$ cat src/rtl/cordic_pkg.sv
// Shared definitions for the CORDIC multiplier and its downstream stages.
// The state encoding is shared so both FSMs decode identically on a bus view.
package cordic_pkg;

    localparam int WL    = 16;
    localparam int FL    = 14;
    localparam int BCD_W = 4;

    typedef enum logic [1:0] {
        IDLE = 2'd0,
        CONV = 2'd1,
        DONE = 2'd2
    } state_t;

endpackage

$ cat src/rtl/mul10_frac.sv
// One decimal-digit extraction step: multiplies a binary fraction by ten using
// two shifts and an add, splitting the result into the new BCD digit (the
// integer part) and the remaining fraction.
module mul10_frac
    import cordic_pkg::*;
#(
    parameter int FL = cordic_pkg::FL
) (
    input  logic [FL-1:0]    f,
    output logic [BCD_W-1:0] digit,
    output logic [FL-1:0]    f_next
);

    logic [FL+3:0] t;

    // f*10 = f*8 + f*2; the upper nibble can never exceed 9 since f < 1.0
    always_comb begin
        t      = ({4'b0000, f} << 3) + ({4'b0000, f} << 1);
        digit  = t[FL+3:FL];
        f_next = t[FL-1:0];
    end

endmodule

$ cat src/rtl/q14_to_bcd.sv
// Converts a signed Q1.14 product into sign, integer digit and N_DIG
// truncated fractional BCD digits, one fractional digit per clock.
// Uses the same start/done pulse handshake as the CORDIC multiplier.
module q14_to_bcd
    import cordic_pkg::*;
#(
    parameter int WL    = cordic_pkg::WL,
    parameter int FL    = cordic_pkg::FL,
    parameter int N_DIG = 4
) (
    input  logic                   clk,
    input  logic                   rst_n,
    input  logic                   start,
    input  logic [WL-1:0]          in_q,
    output logic                   busy,
    output logic                   sign,
    output logic [BCD_W-1:0]       int_bcd,
    output logic [BCD_W*N_DIG-1:0] frac_bcd,
    output logic                   done
);

    state_t                     state;
    state_t                     state_next;

    logic                       s_q;
    logic [WL-FL:0]             int_q;
    logic [FL-1:0]              f_q;
    logic [BCD_W*N_DIG-1:0]     dig_q;
    logic [3:0]                 cnt_q;

    logic [WL:0]                in_ext;
    logic [WL:0]                mag;
    logic [BCD_W-1:0]           digit;
    logic [FL-1:0]              f_next;
    logic [BCD_W*N_DIG+3:0]     dig_shift;
    logic                       last_digit;

    mul10_frac #(
        .FL(FL)
    ) u_mul10 (
        .f      (f_q),
        .digit  (digit),
        .f_next (f_next)
    );

    // Magnitude is one bit wider than the input so -2.0 maps cleanly to +2.0
    always_comb begin
        in_ext     = {in_q[WL-1], in_q};
        mag        = in_q[WL-1] ? (~in_ext + (WL+1)'(1)) : in_ext;
        dig_shift  = {dig_q, digit};
        last_digit = (cnt_q == 4'(N_DIG - 1));
    end

    // State register
    always_ff @(posedge clk or negedge rst_n) begin
        if (!rst_n) begin
            state <= IDLE;
        end else begin
            state <= state_next;
        end
    end

    // Next-state logic: accept start only when idle, leave CONV after the last digit
    always_comb begin
        state_next = state;
        case (state)
            IDLE:    if (start) state_next = CONV;
            CONV:    if (last_digit) state_next = DONE;
            DONE:    state_next = IDLE;
            default: state_next = IDLE;
        endcase
    end

    // Datapath: latch operand, shift in digits MSD first, publish the result in DONE
    always_ff @(posedge clk or negedge rst_n) begin
        if (!rst_n) begin
            s_q      <= 1'b0;
            int_q    <= '0;
            f_q      <= '0;
            dig_q    <= '0;
            cnt_q    <= '0;
            sign     <= 1'b0;
            int_bcd  <= '0;
            frac_bcd <= '0;
            done     <= 1'b0;
        end else begin
            done <= 1'b0;
            case (state)
                IDLE: begin
                    if (start) begin
                        s_q   <= in_q[WL-1];
                        int_q <= mag[WL:FL];
                        f_q   <= mag[FL-1:0];
                        dig_q <= '0;
                        cnt_q <= '0;
                    end
                end
                CONV: begin
                    f_q   <= f_next;
                    dig_q <= dig_shift[BCD_W*N_DIG-1:0];
                    cnt_q <= cnt_q + 4'd1;
                end
                DONE: begin
                    sign     <= s_q;
                    int_bcd  <= BCD_W'(int_q);
                    frac_bcd <= dig_q;
                    done     <= 1'b1;
                end
                default: begin
                    done <= 1'b0;
                end
            endcase
        end
    end

    // busy reflects any non-idle state directly
    always_comb begin
        busy = (state != IDLE);
    end

endmodule

$ cat config.mk
export PLATFORM = sky130hd
export DESIGN_NAME = q14_to_bcd
export DESIGN_NICKNAME = d
export VERILOG_FILES = /design/src/rtl/cordic_pkg.sv /design/src/rtl/mul10_frac.sv /design/src/rtl/q14_to_bcd.sv
export SDC_FILE = /design/constraint.sdc
export NUM_CORES = 1
export LEC_CHECK = 0
export CAP_MARGIN = 10
export CORE_ASPECT_RATIO = 1.75
export CORE_MARGIN = 1.5
export CORE_UTILIZATION = 37
export CTS_CLUSTER_SIZE = 16
export DETAILED_ROUTE_END_ITERATION = 16
export PLACE_DENSITY = 0.68
export RECOVER_POWER = 50
export SETUP_SLACK_MARGIN = 0.4
export SYNTH_ARGS = -nofsm -noshare
export SYNTH_HDL_FRONTEND = slang
export SYNTH_SLANG_ARGS = --single-unit
$ cat constraint.sdc
create_clock -name clk -period 2.9 [get_ports clk]
set_clock_uncertainty 0.2 [all_clocks]
set_input_delay 0.435 -clock clk [delete_from_list [all_inputs] [get_ports clk]]
set_output_delay 0.435 -clock clk [all_outputs]
set_load 0.01 [all_outputs]
==> results of run 1 <==
==> cells in the final DEF, fill, tap and decap left out, types with 3 or more instances in the layout <==
cell type	netlist	routed
o211ai_1	4	4
nand2b_1	3	3
nand4_1	4	4
clkbuf_1	15	3
nand2_1	50	50
inv_1	10	9
or3_1	5	5
or2_2	5	5
a21oi_1	20	20
xnor2_1	9	9
a21o_1	6	6
xor2_1	7	7
o41ai_1	3	3
o22ai_1	3	3
ha_1	14	12
a31oi_1	3	3
buf_4	1	11
dfrtp_1	61	60
o2111ai_1	3	3
clkdlybuf4s50_1	0	38
o31ai_1	4	4
clkbuf_16	0	9
nor2_1	12	12
and2_1	3	3
nand3_1	22	22
mux2_2	20	20
o31a_1	3	3
o21ai_0	19	17
nor3_1	7	7
==> Yosys cell counts, types with 2 or more instances <==
library cell / instances
o31ai_1: 4
o41ai_1: 3
xor2_1: 7
nand4_1: 4
inv_1: 10
a31oi_1: 3
o211a_1: 2
xnor2_1: 9
nand2_1: 50
and2_1: 3
a21o_1: 6
or2_2: 5
o2111ai_1: 3
mux2_2: 20
a21oi_1: 20
nor2b_1: 3
nor4b_1: 2
nand2b_1: 3
a211oi_1: 2
o22ai_1: 3
clkbuf_1: 15
nor2_1: 12
o31a_1: 3
ha_1: 14
or3b_2: 2
or4_4: 2
o21a_1: 2
nor3_1: 7
dfrtp_1: 61
o211ai_1: 4
mux2i_1: 2
o41ai_2: 2
buf_1: 2
nand3_1: 22
a32oi_1: 2
o21ai_0: 19
or3_1: 5
==> power by group <==
| part | total (mW) | internal (mW) | switching (mW) | leakage [nW] |
|---|---|---|---|---|
| Combinational | 2.62 | 1.20 | 1.43 | 1.02 |
| Clock | 1.06 | 0.668 | 0.397 | 0.146 |
| Sequential | 1.53 | 1.22 | 0.316 | 0.771 |
| Total | 5.22 | 3.08 | 2.14 | 1.94 |
==> registers in the layout, indices dropped and copies added, names as in the netlist <==
signal,cells
cnt_q,4
dig_q,16
done,1
f_q,14
frac_bcd,16
int_bcd,3
int_q,3
s_q,1
sign,1
state,2
==> path summary, 6_finish.rpt <==
path / start / end / depth (start not counted)
worst min-delay path: int_q[1]$_DFFE_PN0P_ / int_q[1]$_DFFE_PN0P_ / 2
worst max register to register: f_q[2]$_DFFE_PN0P_ / f_q[13]$_DFFE_PN0P_ / 8
max in group asynchronous: rst_n / frac_bcd[15]$_DFFE_PN0P_ / 3
min in group asynchronous: rst_n / frac_bcd[9]$_DFFE_PN0P_ / 2
worst min register to register: int_q[1]$_DFFE_PN0P_ / int_q[1]$_DFFE_PN0P_ / 2
worst max-delay path: f_q[2]$_DFFE_PN0P_ / f_q[13]$_DFFE_PN0P_ / 8
==> tightest hold or removal path: stages (launching register included) <==
cell and delay (ps):
dfrtp_1 340, nand2_1 50, nand2_1 50
==> cell families after synthesis <==
kind of cell    Yosys count
compound gates           87
xor+xnor                 16
fa+ha+maj                15
buf+inv                  31
flops                    61
mux                      22
other cells               1
simple gates            123
==> metal layers <==
layer / vias to the layer above / wire (um) / track usage (%)
li1: 1376 / - / -
met1: 1396 / 3290 / 18.7
met2: 56 / 4490 / 32.0
met3: 32 / 174 / 3.19
met4: 0 / 490 / 12.9
met5: - / 0 / 0
==> cell type report <==
| class | count | area (um^2) |
|---|---|---|
| Sequential cell | 61 | 1530 |
| Fill cell | 888 | 4750 |
| Tap cell | 120 | 150 |
| Inverter | 10 | 37.5 |
| Timing Repair Buffer | 55 | 499 |
| Clock buffer | 9 | 225 |
| Multi-Input combinational cell | 264 | 1830 |
| Clock inverter | 7 | 73.8 |
==> stage by stage <==
step,util (%),area [um^2],power [mW],cells,setup WS [ps]
after floorplan,-,3460,3.26,356,639
after global placement,43.8,3990,4.01,505,172
after detailed placement,43.8,3990,4.09,505,143
after CTS,47.2,4300,5.17,522,471
after global routing,47.8,4340,5.62,526,360
final,47.8,4340,5.22,526,427
==> what timing repair did <==
item                                    in CTS  in global routing
endpoints found under the setup margin       0                  2
hold endpoints to repair                    28                  0
setup buffers                                0                  4
hold buffers                                 1                  0
gates resized for setup                      0                  9
==> metrics.log, run 1 <==
INFO  metric finalWorstPathRequiredPeriod = between 2000 and 2500 ps
INFO  metric cts.sinks = 61
INFO  metric post_synth_and_or_nand_nor_area_fraction = 17.4%
INFO  metric cts_clock_pin_slew_for_the_worst_setup_and_hold_paths = roughly 50 ps
INFO  metric cellLeakagePower = slightly below 2 nW
INFO  metric critical_path_arrival = approximately 2500 ps
INFO  metric max_cap_viol_count = 0
INFO  metric synth_seq_area_share = 44.1%
INFO  metric synth_nets = 390
INFO  metric grt_first_pass_wirelength = about 14000 um
INFO  metric start_kind = flop
INFO  metric synth-xor-area-share = under 10%
INFO  metric fmaxAchievable = 0.404 GHz
INFO  metric run_status = completed
INFO  metric slew_headroom = 22.6%
INFO  metric synth_flop_cell = dfrtp_1
INFO  metric gpl.final_weighted_congestion = 0.917
INFO  metric antenna_violating_nets_post_route = 0
INFO  metric clock_tree_from_tritoncts = built
INFO  metric mappedNetlistArea = 0.00346 mm^2
INFO  metric total_of_buffers_placed_on_input_and_output_ports = 40
INFO  metric clock_root_cell = clkbuf_16
INFO  metric initialDrtViolationCount = 146
INFO  metric route.detailed.wl_per_inst = approximately 16 um
INFO  metric place.detailed.hpwl = roughly 6200 um
INFO  metric area_fraction_in_compound_gates_after_synthesis = 17.8%
INFO  metric cp_max_stage_delay = 450 ps
INFO  metric synth_area_leader_cell = dfrtp_1
INFO  metric combinational_family_with_the_most_area_after_synthesis = compound AO/OA/AOI/OAI gates
INFO  metric reg2reg_setup_slack = around 430 ps
INFO  metric grtUsageTotal = 17.8%
INFO  metric layout-drive-gt1-share = between 15 and 20%
INFO  metric number_of_h_tree_levels = 3
INFO  metric critical_path.cell_chain = ha_4, inv_2, fa_2, nor2b_2, o31a_1, o31a_1, or3_1, a31o_1
INFO  metric synth_top_area_share = 44.1%
INFO  metric drt_total_wl = 8450 um
INFO  metric postSynthAreaPerCell = 9.72 um^2
INFO  metric slew_violations = 0
INFO  metric worst_setup_path_end_kind = flop
INFO  metric coreArea = 0.00909 mm^2
INFO  metric synthDistinctLibCells = 55
INFO  metric critPathMaxFanout = 4
INFO  metric ys_top_cells_by_area = dfrtp_1 44%, mux2_2 6.5%, nand2_1 5.4%, ha_1 5.1%, nand3_1 3.2%
INFO  metric drc = 0
INFO  metric hold_path.class = reg2reg
INFO  metric placementRows = 46
INFO  metric maximum_clock_path_buffer_count = 2
INFO  metric floorplan.die_area = 0.00996 mm^2
INFO  metric grt_remaining_overflow = 0
INFO  metric p_per_cell_area = 1200 mW/mm^2
INFO  metric timing.final.crit_share = 85.3%
INFO  metric worst-endpoint-required = 2920 ps
INFO  metric io-pin-count = 42
INFO  metric critPathTopFamily = compound AO/OA/AOI/OAI gates
INFO  metric synth-seq-cells = 61
INFO  metric die_height = 131 um
INFO  metric initial_core_util = 38.0%
INFO  metric final.setup.tns = 0 ps
INFO  metric vias = 2860
INFO  metric layout-area-overhead-vs-synth = 25.6%
INFO  metric syn-instance-count = 356
INFO  metric cts-buffers-inserted = 9
INFO  metric ys.warnings.count = 0
INFO  metric grt_max_degree = 31
INFO  metric routed_via_density = 5.44
INFO  metric clkLatencyLatePin = 330 ps
INFO  metric slowest_library_cell_on_the_worst_path = dfrtp_2
INFO  metric final_net_count = 435
INFO  metric width_of_the_die = about 76 um
INFO  metric asyncSetResetFlopFracSynth = 100%
INFO  metric synth-edff-count = 0
INFO  metric setup.worst_path.class = reg2reg
INFO  metric antenna_found_initial = 0
INFO  metric worst-path-buf-inv = 1
INFO  metric worst_pin_slew = about 1200 ps
INFO  metric finalHoldViolCount = 0
INFO  metric fin_worst_hold_slack = between 200 and 300 ps
INFO  metric synthMuxAreaShare = 7.09%
INFO  metric total_iterations_of_the_first_detailed_routing_run = 4
INFO  metric via_count_of_the_first_global_routing_pass = roughly 2.9k
INFO  metric peakVddDrop = 0.000498 V
INFO  metric setup_viol = 0
INFO  metric antenna-diode-count = 0
INFO  metric timing.critical_path.mode_cell = o31a_1
INFO  metric synth_adder_area_share = 5.64%
INFO  metric grt_setup_unrepaired = true
Power figures use the tool's default switching activity.
==> inputs of run 2 (changes only) <==
--- a/config.mk
+++ b/config.mk
@@ -17,3 +17,4 @@
 export SYNTH_ARGS = -nofsm -noshare
 export SYNTH_HDL_FRONTEND = slang
 export SYNTH_SLANG_ARGS = --single-unit
+export TNS_END_PERCENT = 20
==> run 2 against run 1 <==
  * Critical path depth is the same
  * Wire length is essentially flat
  * Highest routed layer unchanged
  * Largest cell class unchanged
  * Cell area is the same
  * Sequential power is essentially flat
  * Flip-flop and latch count is the same
==> metrics.log, run 2 (synthesis gave the netlist of run 1 again) <==
INFO  metric run_status = completed
INFO  metric timing.hold.worst.start = int_q[1]$_DFFE_PN0P_
INFO  metric start_kind = flop
INFO  metric max_cap_viol_count = 0
INFO  metric clkLatencyLatePin = 330 ps
INFO  metric route.detailed.wl_per_inst = 16.1 um
INFO  metric io-pin-count = 42
INFO  metric grt_max_degree = 31
INFO  metric worst-endpoint-required = 2920 ps
INFO  metric biggestRegsByFlops = dig_q (16), frac_bcd (16), f_q (14)
INFO  metric layout-area-overhead-vs-synth = 25.6%
INFO  metric grt_setup_unrepaired = true
INFO  metric via_count_of_the_first_global_routing_pass = between 2k and 3k
INFO  metric die_height = 131 um
INFO  metric hold-path-endpoint = int_q[1]$_DFFE_PN0P_
INFO  metric finalHoldViolCount = 0
INFO  metric fmaxAchievable = 0.404 GHz
INFO  metric layout-drive-gt1-share = between 10% and 20%
INFO  metric maximum_clock_path_buffer_count = 2
INFO  metric critPathMaxFanout = 4
INFO  metric clock_tree_from_tritoncts = built
INFO  metric final.setup.tns = 0 ps
INFO  metric slew_violations = 0
INFO  metric grt_first_pass_wirelength = 13800 um
INFO  metric timing.final.crit_share = 85.3%
INFO  metric drt_total_wl = 8450 um
INFO  metric cellLeakagePower = 1.94 nW
INFO  metric cts_clock_pin_slew_for_the_worst_setup_and_hold_paths = 50 ps
INFO  metric worst_pin_slew = around 1200 ps
INFO  metric grtUsageTotal = between 15 and 20%
INFO  metric total_of_buffers_placed_on_input_and_output_ports = 40
INFO  metric timing.reg2reg.worst_path_depth = 8
INFO  metric final_net_count = 435
INFO  metric antenna-diode-count = 0
INFO  metric drc = 0
INFO  metric antenna_found_initial = 0
INFO  metric postPlaceCellArea = about 0.0040 mm^2
INFO  metric worst_setup_path_end_kind = flop
INFO  metric routed_via_density = 5.43
INFO  metric place.detailed.hpwl = a little over 6000 um
INFO  metric worstReg2RegEnd = f_q[13]$_DFFE_PN0P_
INFO  metric cts.sinks = 61
INFO  metric placementRows = 46
INFO  metric layout_common_cells = 60 x dfrtp_1, 50 x nand2_1, 38 x clkdlybuf4s50_1, 22 x nand3_1
INFO  metric antenna_violating_nets_post_route = 0
INFO  metric hold-path-cell-count = 2
INFO  metric grt_remaining_overflow = 0
INFO  metric clock_root_cell = clkbuf_16
INFO  metric vias = 2855
INFO  metric p_per_cell_area = 1200 mW/mm^2
INFO  metric worst_r2r_startpoint = f_q[2]$_DFFE_PN0P_
INFO  metric floorplan.die_area = 0.00996 mm^2
INFO  metric design_area = 0.00434 mm^2
INFO  metric number_of_h_tree_levels = 3
INFO  metric gpl.final_weighted_congestion = about 0.92
INFO  metric cts-buffers-inserted = 9
INFO  metric coreArea = about 0.009 mm^2
INFO  metric hold_path.class = reg2reg
INFO  metric finalWorstPathRequiredPeriod = 2470 ps
INFO  metric total_iterations_of_the_first_detailed_routing_run = 4
INFO  metric peakVddDrop = 0.000498 V
INFO  metric most_common_library_cell_in_the_layout_ignoring_fill_and_taps = dfrtp_1
INFO  metric initial_core_util = 38.0%
INFO  metric setup_viol = 0
INFO  metric width_of_the_die = about 76 um
INFO  metric slew_headroom = 22.6%
INFO  metric setup.worst_path.class = reg2reg
INFO  metric initialDrtViolationCount = 148
INFO  metric reg2reg_setup_slack = roughly 430 ps
INFO  metric critical_path_arrival = 2490 ps
==> run 2: cell counts in the layout (fill, tap and decap cells not counted) <==
No cell type changed its count.
==> run 2: where the power goes <==
group	total [mW]	internal [mW]	switching [mW]
clock	1.06	0.668	0.397
sequential	1.53	1.22	0.316
combinational	2.62	1.20	1.42
==> run 2: stage by stage <==
stage | utilization [%] | total power, mW | setup WS (ps) | std cells | hold slack (ps)
6_report | 47.8 | 5.22 | 427 | 526 | 269
2_1_floorplan | - | 3.26 | 639 | 356 | -60.6
3_3_place_gp | 43.8 | 4.01 | 172 | 505 | 256
5_1_grt | 47.8 | 5.62 | 360 | 526 | 303
3_5_place_dp | 43.8 | 4.09 | 143 | 505 | 258
4_1_cts | 47.2 | 5.17 | 471 | 522 | 270
==> run 2: repair_timing <==
action | 4_1_cts | 5_1_grt
endpoints found under the setup margin | 0 | 2
hold buffers | 1 | 0
gates resized for setup | 0 | 8
hold endpoints to repair | 28 | 0
buffers inserted | 0 | 4
==> run 2: per-layer routing <==
| metal | wire [um] | GRT usage, % | up-vias | part of all wire (%) |
|---|---|---|---|---|
| met5 | 0 | 0 | - | 0 |
| met4 | 490 | 12.9 | 0 | 5.8 |
| met3 | 217 | 3.19 | 32 | 2.6 |
| met2 | 4510 | 32.0 | 61 | 53 |
| met1 | 3240 | 18.7 | 1387 | 38 |
| li1 | - | - | 1375 | - |
==> run 2: worst max-delay path by stage <==
stage	start	to	slack [ps]	depth (start not counted)
global placement	in_q[0]	f_q[6]$_DFFE_PN0P_	170	8
detailed placement	in_q[1]	f_q[12]$_DFFE_PN0P_	140	8
CTS	f_q[2]$_DFFE_PN0P_	f_q[13]$_DFFE_PN0P_	470	8
floorplan	f_q[2]$_DFFE_PN0P_	f_q[13]$_DFFE_PN0P_	640	8
global route	f_q[2]$_DFFE_PN0P_	f_q[13]$_DFFE_PN0P_	360	8
finish	f_q[2]$_DFFE_PN0P_	f_q[13]$_DFFE_PN0P_	430	8
==> run 2: critical path, stage by stage (launching register included) <==
cell and delay [ps]:
dfrtp_2 450, ha_4 180, inv_2 60, fa_2 220
nor2b_2 50, o31a_1 320, o31a_1 340, or3_1 370
a31o_1 170
==> run 2: layout make-up <==
type / instances / area, um^2
flip-flops and latches: 61 / 1530
well taps: 120 / 150
clock inverters: 7 / 73.8
fillers: 888 / 4750
inverters: 10 / 37.5
clock buffers: 9 / 225
repair buffers: 55 / 499
multi-input cells: 264 / 1830
